## src/rtl/lvds_lane_deskew_pkg.sv

```systemverilog
// Shared definitions for the multi-lane deskew block.
//   - Default geometry (lane count, symbol width, skew buffer address width)
//   - Default alignment symbol (K28.5) and search timeout
//   - FSM state encoding shared by the top level and anything observing it
package lvds_lane_deskew_pkg;

    localparam int         DEFAULT_LANES           = 4;
    localparam int         DEFAULT_DATA_WIDTH      = 8;
    localparam int         DEFAULT_SKEW_ADDR_WIDTH = 3;
    localparam int         DEFAULT_ALIGN_TIMEOUT   = 64;
    localparam logic [7:0] DEFAULT_ALIGN_SYMBOL    = 8'hBC;

    typedef enum logic [1:0] {
        ST_IDLE    = 2'd0,
        ST_SEARCH  = 2'd1,
        ST_ALIGNED = 2'd2,
        ST_FAIL    = 2'd3
    } deskew_state_e;

endpackage

```

## src/rtl/lane_deskew_buffer.sv

```systemverilog
// Per-lane deskew ring buffer.
// Ports:
//   i_clk, i_arst      clock, async active-high reset
//   i_k_en, i_byte     lane input symbol, written into the ring every cycle
//   i_search           alignment search is active; a matching symbol may be captured
//   i_clear            drop the found flag (takes priority over a capture)
//   i_load             load the read pointer with the marker (current capture included)
//   i_rd_en            advance the read pointer and register the read data
//   o_found            lane has found its marker, including a capture this cycle
//   o_skew             write pointer minus marker, i.e. how far this lane is early
//   o_k_en, o_byte     registered read data
module lane_deskew_buffer
    import lvds_lane_deskew_pkg::*;
#(
    parameter int                    DATA_WIDTH   = DEFAULT_DATA_WIDTH,
    parameter int                    ADDR_WIDTH   = DEFAULT_SKEW_ADDR_WIDTH,
    parameter logic [DATA_WIDTH-1:0] ALIGN_SYMBOL = DEFAULT_ALIGN_SYMBOL
) (
    input  logic                  i_clk,
    input  logic                  i_arst,
    input  logic                  i_k_en,
    input  logic [DATA_WIDTH-1:0] i_byte,
    input  logic                  i_search,
    input  logic                  i_clear,
    input  logic                  i_load,
    input  logic                  i_rd_en,
    output logic                  o_found,
    output logic [ADDR_WIDTH-1:0] o_skew,
    output logic                  o_k_en,
    output logic [DATA_WIDTH-1:0] o_byte
);

    localparam int DEPTH = 1 << ADDR_WIDTH;

    logic [DATA_WIDTH:0]   r_mem [DEPTH];
    logic [ADDR_WIDTH-1:0] r_wr_ptr;
    logic [ADDR_WIDTH-1:0] r_rd_ptr;
    logic [ADDR_WIDTH-1:0] r_marker;
    logic                  r_found;
    logic                  r_k_en;
    logic [DATA_WIDTH-1:0] r_byte;

    logic                  w_capture;
    logic [ADDR_WIDTH-1:0] w_marker;

    // Only the first alignment symbol after a clear is captured; later ones are ignored.
    assign w_capture = i_search && !r_found && i_k_en && (i_byte == ALIGN_SYMBOL);
    // A capture this cycle is visible immediately so simultaneous finds complete at once.
    assign w_marker  = w_capture ? r_wr_ptr : r_marker;
    assign o_found   = r_found || w_capture;
    assign o_skew    = r_wr_ptr - w_marker;
    assign o_k_en    = r_k_en;
    assign o_byte    = r_byte;

    // Storage array carries no reset; every location is written before it is read.
    always_ff @(posedge i_clk) begin
        r_mem[r_wr_ptr] <= {i_k_en, i_byte};
    end

    always_ff @(posedge i_clk or posedge i_arst) begin
        if (i_arst) begin
            r_wr_ptr <= '0;
            r_rd_ptr <= '0;
            r_marker <= '0;
            r_found  <= 1'b0;
            r_k_en   <= 1'b0;
            r_byte   <= '0;
        end else begin
            r_wr_ptr <= r_wr_ptr + 1'b1;

            if (i_clear) begin
                r_found <= 1'b0;
            end else if (w_capture) begin
                r_found  <= 1'b1;
                r_marker <= r_wr_ptr;
            end

            if (i_load) begin
                r_rd_ptr <= w_marker;
            end else if (i_rd_en) begin
                r_rd_ptr <= r_rd_ptr + 1'b1;
            end

            if (i_rd_en) begin
                {r_k_en, r_byte} <= r_mem[r_rd_ptr];
            end
        end
    end

endmodule

```

## src/rtl/lvds_lane_deskew.sv

```systemverilog
// Multi-lane deskew: finds a common alignment K-symbol on every lane, delays the
// early lanes through per-lane ring buffers and emits lane-aligned symbol words.
// Ports:
//   i_clk, i_arst        clock, async active-high reset
//   i_align_start        pulse: start or restart the alignment search
//   i_lane_k_en/byte     per-lane input symbols, lane i at [i*DATA_WIDTH +: DATA_WIDTH]
//   o_k_en/o_byte        aligned symbols, same packing
//   o_valid              outputs carry aligned data
//   o_aligned            FSM is in ALIGNED
//   o_align_fail         search timed out (sticky until the next start)
//   o_lane_skew          per-lane delay applied at the last successful alignment
// Handshake: no backpressure; o_k_en/o_byte are meaningful exactly when o_valid is 1.
module lvds_lane_deskew
    import lvds_lane_deskew_pkg::*;
#(
    parameter int                    LANES           = DEFAULT_LANES,
    parameter int                    DATA_WIDTH      = DEFAULT_DATA_WIDTH,
    parameter int                    SKEW_ADDR_WIDTH = DEFAULT_SKEW_ADDR_WIDTH,
    parameter logic [DATA_WIDTH-1:0] ALIGN_SYMBOL    = DEFAULT_ALIGN_SYMBOL,
    parameter int                    ALIGN_TIMEOUT   = DEFAULT_ALIGN_TIMEOUT
) (
    input  logic                             i_clk,
    input  logic                             i_arst,
    input  logic                             i_align_start,
    input  logic [LANES-1:0]                 i_lane_k_en,
    input  logic [LANES*DATA_WIDTH-1:0]      i_lane_byte,
    output logic [LANES-1:0]                 o_k_en,
    output logic [LANES*DATA_WIDTH-1:0]      o_byte,
    output logic                             o_valid,
    output logic                             o_aligned,
    output logic                             o_align_fail,
    output logic [LANES*SKEW_ADDR_WIDTH-1:0] o_lane_skew
);

    localparam int MAX_SKEW = (1 << SKEW_ADDR_WIDTH) - 2;
    localparam int TO_W     = $clog2(ALIGN_TIMEOUT + 1);

    deskew_state_e                    r_state;
    deskew_state_e                    w_state_nx;
    logic [SKEW_ADDR_WIDTH-1:0]       r_skew_cnt;
    logic [TO_W-1:0]                  r_timeout_cnt;
    logic                             r_valid;
    logic                             r_aligned;
    logic                             r_fail;
    logic [LANES*SKEW_ADDR_WIDTH-1:0] r_lane_skew;

    logic [LANES-1:0]                 w_found;
    logic [LANES-1:0]                 w_is_sym;
    logic [LANES*SKEW_ADDR_WIDTH-1:0] w_skew;
    logic                             w_search;
    logic                             w_rd_en;
    logic                             w_all_found;
    logic                             w_any_found;
    logic                             w_timeout;
    logic                             w_mismatch;
    logic                             w_retry;
    logic                             w_clear;
    logic                             w_load;

    for (genvar g = 0; g < LANES; g++) begin : g_lane
        lane_deskew_buffer #(
            .DATA_WIDTH   (DATA_WIDTH),
            .ADDR_WIDTH   (SKEW_ADDR_WIDTH),
            .ALIGN_SYMBOL (ALIGN_SYMBOL)
        ) u_buf (
            .i_clk    (i_clk),
            .i_arst   (i_arst),
            .i_k_en   (i_lane_k_en[g]),
            .i_byte   (i_lane_byte[g*DATA_WIDTH +: DATA_WIDTH]),
            .i_search (w_search),
            .i_clear  (w_clear),
            .i_load   (w_load),
            .i_rd_en  (w_rd_en),
            .o_found  (w_found[g]),
            .o_skew   (w_skew[g*SKEW_ADDR_WIDTH +: SKEW_ADDR_WIDTH]),
            .o_k_en   (o_k_en[g]),
            .o_byte   (o_byte[g*DATA_WIDTH +: DATA_WIDTH])
        );

        assign w_is_sym[g] = o_k_en[g] && (o_byte[g*DATA_WIDTH +: DATA_WIDTH] == ALIGN_SYMBOL);
    end

    assign w_search    = (r_state == ST_SEARCH);
    assign w_rd_en     = (r_state == ST_ALIGNED);
    assign w_all_found = &w_found;
    assign w_any_found = |w_found;
    assign w_timeout   = (r_timeout_cnt == TO_W'(ALIGN_TIMEOUT - 1));
    // Lanes disagree on the alignment symbol: only meaningful while data is valid.
    assign w_mismatch  = r_valid && (|w_is_sym) && !(&w_is_sym);
    // skew_cnt == MAX_SKEW means the next cycle would exceed the tolerated skew.
    assign w_retry     = w_search && !i_align_start && !w_all_found &&
                         (r_skew_cnt == SKEW_ADDR_WIDTH'(MAX_SKEW));
    // Found flags only survive inside an uninterrupted search.
    assign w_clear     = !w_search || i_align_start || w_retry;

    always_comb begin
        w_state_nx = r_state;
        w_load     = 1'b0;
        if (i_align_start) begin
            w_state_nx = ST_SEARCH;
        end else begin
            case (r_state)
                ST_IDLE:    w_state_nx = ST_IDLE;
                ST_SEARCH: begin
                    if (w_all_found) begin
                        w_state_nx = ST_ALIGNED;
                        w_load     = 1'b1;
                    end else if (w_timeout) begin
                        w_state_nx = ST_FAIL;
                    end
                end
                ST_ALIGNED: if (w_mismatch) w_state_nx = ST_SEARCH;
                ST_FAIL:    w_state_nx = ST_FAIL;
                default:    w_state_nx = ST_IDLE;
            endcase
        end
    end

    always_ff @(posedge i_clk or posedge i_arst) begin
        if (i_arst) begin
            r_state       <= ST_IDLE;
            r_skew_cnt    <= '0;
            r_timeout_cnt <= '0;
            r_valid       <= 1'b0;
            r_aligned     <= 1'b0;
            r_fail        <= 1'b0;
            r_lane_skew   <= '0;
        end else begin
            r_state <= w_state_nx;

            if (w_clear) begin
                r_skew_cnt <= '0;
            end else if (w_any_found) begin
                r_skew_cnt <= r_skew_cnt + 1'b1;
            end

            if (w_search && !i_align_start) begin
                r_timeout_cnt <= r_timeout_cnt + 1'b1;
            end else begin
                r_timeout_cnt <= '0;
            end

            // First ALIGNED cycle reads the marker; its data is valid one cycle later.
            r_valid   <= (r_state == ST_ALIGNED) && (w_state_nx == ST_ALIGNED);
            r_aligned <= (w_state_nx == ST_ALIGNED);
            r_fail    <= (w_state_nx == ST_FAIL);

            if (w_load) begin
                r_lane_skew <= w_skew;
            end
        end
    end

    assign o_valid      = r_valid;
    assign o_aligned    = r_aligned;
    assign o_align_fail = r_fail;
    assign o_lane_skew  = r_lane_skew;

endmodule

```

## config.mk

```make
export PLATFORM = sky130hd
export DESIGN_NAME = lvds_lane_deskew
export DESIGN_NICKNAME = d
export VERILOG_FILES = /design/src/rtl/lvds_lane_deskew_pkg.sv /design/src/rtl/lane_deskew_buffer.sv /design/src/rtl/lvds_lane_deskew.sv
export SDC_FILE = /design/constraint.sdc
export NUM_CORES = 1
export LEC_CHECK = 0
export ABC_AREA = 1
export CORE_UTILIZATION = 45
export CTS_BUF_LIST = sky130_fd_sc_hd__clkbuf_4 sky130_fd_sc_hd__clkbuf_8 sky130_fd_sc_hd__clkbuf_16
export CTS_CLUSTER_SIZE = 30
export DETAILED_ROUTE_END_ITERATION = 8
export GPL_TIMING_DRIVEN = 0
export SETUP_SLACK_MARGIN = 0.15
export SYNTH_ARGS = -nofsm -noshare
export SYNTH_HDL_FRONTEND = slang
export SYNTH_HIERARCHICAL = 1
export SYNTH_SLANG_ARGS = --single-unit
```

## constraint.sdc

```tcl
create_clock -name i_clk -period 5.1 [get_ports i_clk]
set_input_delay 0.51 -clock i_clk [delete_from_list [all_inputs] [get_ports i_clk]]
set_output_delay 0.51 -clock i_clk [all_outputs]
set_load 0.01 [all_outputs]
```

# == Word level (Yosys, flattened, before mapping) ==
# Memories as Yosys holds them, arrays and structs flattened. A register that Yosys moved wholly into a read port is not among the register bits.
# Index checks and enable logic that the tools add are counted.
# word_totals
romBits,0
regBits,67
inputBits,39
wordCells,134
latch_bits,0
ram_bits,288
n_memories,4
out_inout_bits,51
# mem_list
memory,depth,width,read_ports,rd_ports_with_merged_regs,wr,line_no,text
g_lane[0].u_buf.r_mem,8,9,1,1,1,lane_deskew_buffer.sv:35,logic [DATA_WIDTH:0] r_mem [DEPTH];
g_lane[1].u_buf.r_mem,8,9,1,1,1,lane_deskew_buffer.sv:35,
g_lane[2].u_buf.r_mem,8,9,1,1,1,lane_deskew_buffer.sv:35,
g_lane[3].u_buf.r_mem,8,9,1,1,1,lane_deskew_buffer.sv:35,
# classes
n_div,0
eq_ne,15
n_shift,0
bitwise,0
muxes,31
add_sub_neg,14
n_mul,0
magnitude_cmp,0
reduce_logical,47
# op_table
op,n
$eq A8 B8 Y1 const B,8
$mux W3,14
$add A3 B1 Y3 const B,9
$logic_and A1 B1 Y1,22
$reduce_bool A2 Y1,6
$sub A3 B3 Y3,4
$mux W1,11
$eq A2 B2 Y1 const B,4
$logic_not A1 Y1,8
$mux W2,4
$pmux W2 S4,1
$reduce_and A4 Y1,2
$reduce_or A4 Y1,2
$add A7 B1 Y7 const B,1
$eq A7 B6 Y1 const B,1
$mux W7,1
$logic_or A1 B1 Y1,6
$eq A3 B3 Y1 const B,1
$eq A2 B1 Y1 const B,1
$logic_not A2 Y1,1

# == Longest topological paths before layout ==
# Gate-level depths: netlist of run 1.
# depth
ltp_word,11
depth_mapped,14
ltp_nobuf,14

# == Cells and area by module ==
# Netlist of run 1, hierarchy kept.
# by_module_without_submodules
mod,seq_area_each_um2,cells_per_inst,area_per_inst_um2,n_inst
lane_deskew_buffer (g_lane[1].u_buf),2637.5,334,3986.3,1
lane_deskew_buffer (g_lane[2].u_buf),2637.5,332,3927.5,1
lane_deskew_buffer (g_lane[0].u_buf),2637.5,332,3926.3,1
lane_deskew_buffer (g_lane[3].u_buf),2637.5,332,3923.8,1
lvds_lane_deskew,675.6,167,1363.8,1

# == Worst setup path before layout of run 1 ==
# OpenSTA, ideal clock, no wires.
# synth_timing
path_type,reg2reg
from,register r_state[1]
to,register r_lane_skew[5] (netlist: o_lane_skew[5])
n_path_buf,0
setup_time_ps,117
path_stages_with_launch,12
arrival_ps,2075
slack_ps,2908
synth_period_minus_slack_ps,2192
t_required_ps,4983
cell_sequence,dfrtp_1 > nor2_2 > nand2_2 > nor2_4 > nand4_1 > and2_1 > ha_1 > fa_1 > nand3_1 > nand2_1 > nand2_1 > nand2_1
# synth_via
elab_cells_between_ends,23
cone_classes,add/sub (1); eq/ne (1); mux (4); reduce/logical (17)
# synth_lines
element,line_no,text
start: declaration,lvds_lane_deskew.sv:38,deskew_state_e r_state;
start signal: assignment,lvds_lane_deskew.sv:129,r_state <= w_state_nx;
$eq A2 B1 Y1,lvds_lane_deskew.sv:83,assign w_search = (r_state == ST_SEARCH);
named net w_search,lvds_lane_deskew.sv:50,logic w_search;
$logic_and A1 B1 Y1 (3 in a row),lane_deskew_buffer.sv:47,assign w_capture = i_search && !r_found && i_k_en && (i_byte == ALIGN_SYMBOL);
$mux W3,lane_deskew_buffer.sv:49,assign w_marker = w_capture ? r_wr_ptr : r_marker;
named net g_lane[1].u_buf.w_marker[0],lane_deskew_buffer.sv:44,logic [ADDR_WIDTH-1:0] w_marker;
$sub A3 B3 Y3,lane_deskew_buffer.sv:51,assign o_skew = r_wr_ptr - w_marker;
named net w_skew[5],lvds_lane_deskew.sv:49,logic [LANES*SKEW_ADDR_WIDTH-1:0] w_skew;
end signal: assignment,lvds_lane_deskew.sv:149,r_lane_skew <= w_skew;
end: declaration,lvds_lane_deskew.sv:45,logic [LANES*SKEW_ADDR_WIDTH-1:0] r_lane_skew;
# The timed path passes the listed nets, and every way through them passes these cells.
# A chain may end at the register's enable or synchronous reset.

# == Worst setup path after layout of run 1 ==
# layout_timing
from,register r_state[0]
to,register g_lane[2].u_buf.r_marker[0]
# layout_via
elab_chain_cells,10
elab_cells_between_ends,26
cone_classes,eq/ne (1); mux (1); reduce/logical (24)
# layout_lines
element,line_no,text
$eq A2 B1 Y1,lvds_lane_deskew.sv:83,
named net w_search,lvds_lane_deskew.sv:50,
$logic_and A1 B1 Y1 (3 in a row),lane_deskew_buffer.sv:47,
$logic_or A1 B1 Y1,lane_deskew_buffer.sv:50,assign o_found = r_found || w_capture;
named net w_found[1],lvds_lane_deskew.sv:47,logic [LANES-1:0] w_found;
$reduce_and A4 Y1,lvds_lane_deskew.sv:85,assign w_all_found = &w_found;
$logic_not A1 Y1,lvds_lane_deskew.sv:91,assign w_retry = w_search && !i_align_start && !w_all_found &&
$logic_and A1 B1 Y1 (2 in a row),lvds_lane_deskew.sv:91,
$logic_or A1 B1 Y1,lvds_lane_deskew.sv:94,assign w_clear = !w_search || i_align_start || w_retry;
named net w_clear,lvds_lane_deskew.sv:57,logic w_clear;
end signal: assignment,lane_deskew_buffer.sv:75,r_marker <= r_wr_ptr;
end: declaration,lane_deskew_buffer.sv:38,logic [ADDR_WIDTH-1:0] r_marker;
# The timed path passes the listed nets, and every way through them passes these cells.

==> results of run 1 <==
registers in the layout, indices dropped and copies added (netlist names), 2 cells and up:
signal,cells
r_state,2
g_lane.u_buf/r_wr_ptr,12
g_lane.u_buf/r_found,4
g_lane.u_buf/r_rd_ptr,12
r_timeout_cnt,7
g_lane.u_buf/r_marker,12
g_lane.u_buf/o_k_en,4
g_lane.u_buf/o_byte,32
g_lane.u_buf/r_mem,288
o_lane_skew,12
r_skew_cnt,3
worst max-delay path, delay by kind of cell, from the launching register on:
family | cells | cell delay (ps)
buffers and inverters | 2 | 280
AOI/OAI and AO/OA | 2 | 590
DFF | 1 | 410
and+or+nand+nor | 7 | 1290
synth_stat cells (all sizes together), types with 8 or more instances:
| cell type | instances |
|---|---|
| clkinv | 8 |
| inv | 215 |
| o21ai | 95 |
| nor3 | 35 |
| o211ai | 72 |
| edfxtp | 288 |
| a21oi | 90 |
| buf | 61 |
| nand4 | 10 |
| nor2 | 51 |
| ha | 15 |
| dfrtp | 103 |
| nand3 | 142 |
| nand2 | 288 |
how the worst min path moves through the flow:
stage / from / endpoint / slack, ps / depth (start not counted)
2_1_floorplan: r_timeout_cnt[0]$_DFF_PP0_ / r_timeout_cnt[0]$_DFF_PP0_ / 430 / 1
3_3_place_gp: r_timeout_cnt[0]$_DFF_PP0_ / r_timeout_cnt[0]$_DFF_PP0_ / 450 / 1
3_5_place_dp: o_lane_skew[6]$_DFFE_PP0P_ / o_lane_skew[6]$_DFFE_PP0P_ / 470 / 2
4_1_cts: r_timeout_cnt[0]$_DFF_PP0_ / r_timeout_cnt[0]$_DFF_PP0_ / 480 / 1
5_1_grt: g_lane[2].u_buf/r_marker[1]$_DFFE_PP0N_ / g_lane[2].u_buf/r_marker[1]$_DFFE_PP0N_ / 500 / 2
6_report: o_lane_skew[6]$_DFFE_PP0P_ / o_lane_skew[6]$_DFFE_PP0P_ / 480 / 2
kinds of logic (layout without fill, tap and decap cells):
kind of cell / count (synthesis) / count (layout) / synth area share [%]
and+or+nand+nor: 535 / 535 / 14.88
DFF: 391 / 391 / 65.54
buffers and inverters: 285 / 452 / 8.123
AOI/OAI and AO/OA: 259 / 259 / 9.482
adders and majority gates: 19 / 19 / 1.563
xor gates and xnor gates: 8 / 8 / 0.4090
metal layers:
metal  vias up  wire, um
met3        74      2029
met4         0      1071
met1      5326     17290
met5         -         0
met2       290     18360
li1       5381         -
area by class of cell:
| type | instances | share of cell area [%] |
|---|---|---|
| Buffer | 62 | 2.742 |
| Clock buffer | 58 | 6.257 |
| Clock inverter | 16 | 0.6127 |
| Inverter | 223 | 4.140 |
| Multi-Input combinational cell | 821 | 22.99 |
| Sequential cell | 391 | 55.53 |
| Tap cell | 511 | 3.163 |
| Timing Repair Buffer | 93 | 4.567 |
metrics by stage:
stage	utilization, %	setup slack, ps	power, W	instance area (um^2)
floorplan	-	2908	0.003900	17130
global placement	49.65	1981	0.004098	18660
detailed placement	49.93	1900	0.004107	18760
CTS	53.63	2417	0.007162	20150
global route	53.80	2258	0.007342	20220
finish	53.80	2439	0.007089	20220
report_power, final:
group	switching [W]	internal (W)	total, W
sequential	0.0000286	0.00347	0.00350
combinational	0.000330	0.000214	0.000543
clock	0.00122	0.00183	0.00305
==> impl_metrics.yaml, run 1 <==
yosys:
  ys_ff_latch: 391
  synth_area_leaders: "edfxtp_1, dfrtp_1, nand2_1"
  syn_area_per_cell_um2: 11.44
  yosys_warnings: 6
  synth_cells: 1497
  async_flop_share_pct: 26.34
  syn-num-nets: 1555
  yosysSeqAreaShare_pct: 65.54
  syn_area_mm2: 0.01713
  synth_enable_flop_cells: 288
  yosysUniqueCellTypes: 42
  synth_top_area_share_pct: 50.49
  synth_largest_area_cell: "edfxtp_1"
  ys.flop_type: "edfxtp_1"
setup_path:
  crit_start: "r_state[0]$_DFF_PP0_"
  max_stage_delay_ps: 500
  worstPathArrival_ps: 3130
  cp-end-kind: "flop"
  criticalPathCategory: "flop to flop"
  crit_path_cell_trace: "inv_2 > nor2_2 > nand2_2 > nor2_4 > nand3_4 > nand2_1 > nand4_4 > a31o_1 > inv_1 > nand3_1 > o21ai_0"
  critPathLaunchType: "flop"
  crit_path_end: "g_lane[2].u_buf/r_marker[0]$_DFFE_PP0N_"
  cp_data_required_time_ps: 5570
  rrSetupSlack_ps: 2440
  reg2reg_to: "g_lane[2].u_buf/r_marker[0]$_DFFE_PP0N_"
  reg2reg_from: "r_state[0]$_DFF_PP0_"
  rr_worst_depth: 11
  worstPathMaxFanout: 23
  critical_path.slowest_cell: "a31o_1"
sta:
  rsz0062_at_grt: "false"
  period_needed_ps: 2661
  holdWs_ps: 477.6
  finalSetupViolCount: 0
  slew_headroom_pct: 11.58
  hold_viol_final: 0
  fin_crit_sh_pct: 52.17
  tightest_slew_ps: 1316
  clock_skew_ps: 13.44
  final.setup.tns_ps: 0
  fmax_ghz: 0.3759
  slew_violations: 0
drt:
  final_antenna_net_count: 0
  wl_per_cell_um: 17.82
  vias_per_cell: 5.090
  drt_iter0_drc: 620
  vias: 11070
  drc_errors: 0
  dr.pass1.iters: 7
  wirelength_mm: 38.75
floorplan:
  die_w_um: 197.1
  coreArea_mm2: 0.03758
  start_util_pct: 45.58
  rows: 71
  io_pins: 90
  fp.dieH_um: 197.1
  dieArea_mm2: 0.03885
placed_design:
  port_buffers: 89
  gp_congestion: 0.8309
  dp_hpwl_mm: 26.08
  place_inst: 2100
grt:
  grt_use_met2_pct: 33.20
  grt_use_met1_pct: 28.29
  antenna_found_initial: 0
  busiest_layer: "met2"
  use_met3_pct: 3.705
  grt_max_degree: 34
  first_global_vias: 10830
  grt.overflow.total: 0
  grt_pass1_wl_mm: 61.33
  track_usage_pct: 20.65
layout:
  final_common_cell: "edfxtp_1"
  area_growth_pct: 18.04
  drive_above_1_share_pct: 14.60
  layout_common_cells: "edfxtp_1, nand2_1, inv_1, nand3_1, dfrtp_1"
  final_cells: 2175
  multi_input_area_mm2: 0.004648
  nNetsFinal: 1693
  num-fill-cells: 3251
  seqCellArea_mm2: 0.01123
  antenna_cells: 0
clock_network:
  clock-sinks: 391
  clock_latency_ps: 560
  postCtsSetupRepairBufs: 0
  postCtsHoldBufs: 0
  htree_levels: 2
  clk_pin_slew_ps: 60
  root_buffer: "clkbuf_16"
  cts_made_buffers: 43
  cts_max_path_buffers: 3
  cts_tree: "yes"
  cts_resized: 0
hold_path:
  hold_class: "flop to flop"
run:
  drv_cap: 0
status:
  status: "completed"
power_and_ir_drop:
  ir_drop_mv: 0.2516
  powerDensity_mw_per_mm2: 350.6
  power.leakage_nw: 8.291
No activity file was read; power rests on OpenSTA's default activity.
==> run 2, diff against run 1 <==
PLACE_DENSITY = 0.65   (was not set)
clock period = 2.32 ns   (was 5.1 ns; I/O delays follow)
==> run 2 against run 1 <==
- core utilization increased by 1.3 points
- via count increased by 1.5%
- total power increased by 120%
- setup slack got worse by 2300 ps
- sequential share of layout area decreased by 1.3 points
- sequential power increased by 120%
- largest cell class unchanged
- flip-flop and latch count unchanged
- design area increased by 2.4%
- cell count increased by 1.7%
- largest power group unchanged
- first-iteration DRC count increased by 21%
==> impl_metrics.yaml, run 2 (synthesis results as in run 1) <==
grt:
  track_usage_pct: 20.28
  grt_max_degree: 34
  grt_pass1_wl_mm: 60.29
  grt.overflow.total: 0
  antenna_found_initial: 0
  first_global_vias: 10630
sta:
  slew_headroom_pct: 10.89
  clock_skew_ps: 10.55
  fin_crit_sh_pct: 92.04
  rsz0062_at_grt: "true"
  period_needed_ps: 2135
  tightest_slew_ps: 1326
  finalSetupViolCount: 0
  fmax_ghz: 0.4683
  final.setup.tns_ps: 0
  hold_viol_final: 0
  holdWs_ps: 345.1
  slew_violations: 0
drt:
  top_layer_used: "met4"
  wl_met2_mm: 19.36
  vias: 11240
  drc_errors: 0
  final_antenna_net_count: 0
  vias_per_cell: 5.082
  route.met3.wl_mm: 1.865
  drt_iter0_drc: 752
  wl_per_cell_um: 17.99
  wirelength_mm: 39.79
  wirelength_met1_mm: 17.94
  dr.pass1.iters: 5
layout:
  nNetsFinal: 1725
  area_growth_pct: 20.86
  regMostFlops: "g_lane.u_buf/r_mem"
  seqCellArea_mm2: 0.01123
  multi_input_area_mm2: 0.004776
  drive_above_1_share_pct: 17.52
  layout_common_cells: "edfxtp_1, nand2_1, inv_1, nand3_1, dfrtp_1"
  largest_reg_flops: 288
  antenna_cells: 0
  num-fill-cells: 3186
  final_common_cell: "edfxtp_1"
floorplan:
  io_pins: 90
  die_w_um: 197.1
  start_util_pct: 45.58
  dieArea_mm2: 0.03885
  coreArea_mm2: 0.03758
  rows: 71
  fp.dieH_um: 197.1
clock_network:
  cts_made_buffers: 43
  htree_levels: 2
  cts_max_path_buffers: 3
  cts_tree: "yes"
  clock_latency_ps: 550
  clock-sinks: 391
  clk_pin_slew_ps: 60
  root_buffer: "clkbuf_16"
setup_path:
  rrSetupSlack_ps: 180
  criticalPathCategory: "flop to flop"
  reg2reg_from: "r_state[0]$_DFF_PP0_"
  crit_start: "r_state[0]$_DFF_PP0_"
  worstPathMaxFanout: 3
  rr_worst_depth: 12
  critPathLaunchType: "flop"
  cp_data_required_time_ps: 2760
  cp-end-kind: "flop"
  worstPathArrival_ps: 2580
  reg2reg_to: "o_lane_skew[7]$_DFFE_PP0P_"
placed_design:
  gp_congestion: 0.8452
  port_buffers: 89
  dp_hpwl_mm: 26.55
power_and_ir_drop:
  power.leakage_nw: 8.479
  powerDensity_mw_per_mm2: 761.9
  ir_drop_mv: 0.6380
run:
  drv_cap: 0
status:
  status: "completed"
hold_path:
  hold_class: "input pin to async pin"
[run 2: changes by cell type in the layout (fill, tap and decap cells not counted), sizes merged]
| cell | delta |
|---|---|
| a31o | +2 |
| buf | +26 |
| clkbuf | +10 |
| clkinv | -3 |
| clkinvlp | +1 |
| inv | +1 |
[run 2: worst max-delay path by stage]
stage	to	cells past startpoint
6_report	o_lane_skew[7]$_DFFE_PP0P_	12
5_1_grt	o_lane_skew[7]$_DFFE_PP0P_	12
4_1_cts	g_lane[1].u_buf/r_marker[0]$_DFFE_PP0N_	12
3_5_place_dp	g_lane[3].u_buf/r_marker[0]$_DFFE_PP0N_	11
3_3_place_gp	g_lane[2].u_buf/r_rd_ptr[1]$_DFFE_PP0P_	5
2_1_floorplan	g_lane[0].u_buf/r_rd_ptr[1]$_DFFE_PP0P_	5
[run 2: power by group]
group	switching [W]	leakage, nW	internal [W]	total, W
Combinational	0.000743	3.74	0.000493	0.00124
Sequential	0.0000613	4.01	0.00763	0.00769
Clock	0.00268	0.727	0.00417	0.00685
Total	0.00348	8.48	0.0123	0.0158
[run 2: repair_timing]
item,CTS,global route
hold buffers,0,0
setup buffers,6,16
gates cloned,0,4
gates resized for setup,8,44
pin swaps,1,17
endpoints found under the setup margin,53,90
[run 2: cell type report]
cell class                 instances  area share, %
multi-input combinational        823          23.07
clock inverter                    15         0.5984
inverter                         223          4.068
clock buffer                      64          6.395
timing repair buffer             123          5.790
buffer                            62          2.756
tap                              511          3.089
sequential                       391          54.23
[run 2: routing by layer]
layer,track usage [%],vias to the layer above
li1,-,5493
met1,27.93,5423
met2,33.23,281
met3,3.603,45
met4,5.312,0
met5,0,-
[run 2: per-stage QoR]
| step | worst slack, ps | cells | instance area (um^2) | util [%] | total power (W) |
|---|---|---|---|---|---|
| 3_5_place_dp | -660.3 | 2103 | 18750 | 49.91 | 0.009025 |
| 3_3_place_gp | -881.4 | 2097 | 18660 | 49.67 | 0.009001 |
| 6_report | 184.7 | 2212 | 20700 | 55.09 | 0.01577 |
| 4_1_cts | 147.2 | 2188 | 20290 | 53.99 | 0.01586 |
| 2_1_floorplan | 209.2 | 1497 | 17130 | - | 0.008572 |
| 5_1_grt | 76.07 | 2212 | 20700 | 55.09 | 0.01631 |
[run 2: worst max-delay path, cell delays in order (launching register included)]
cell     delay [ps]
dfrtp_1         370
inv_2            60
nor2_4          150
buf_12          150
nand2_8          60
nor2_8          100
nand4_1         130
and2_1          180
ha_2            170
fa_2            530
inv_2            30
nand2_1          50
nand2_1          40
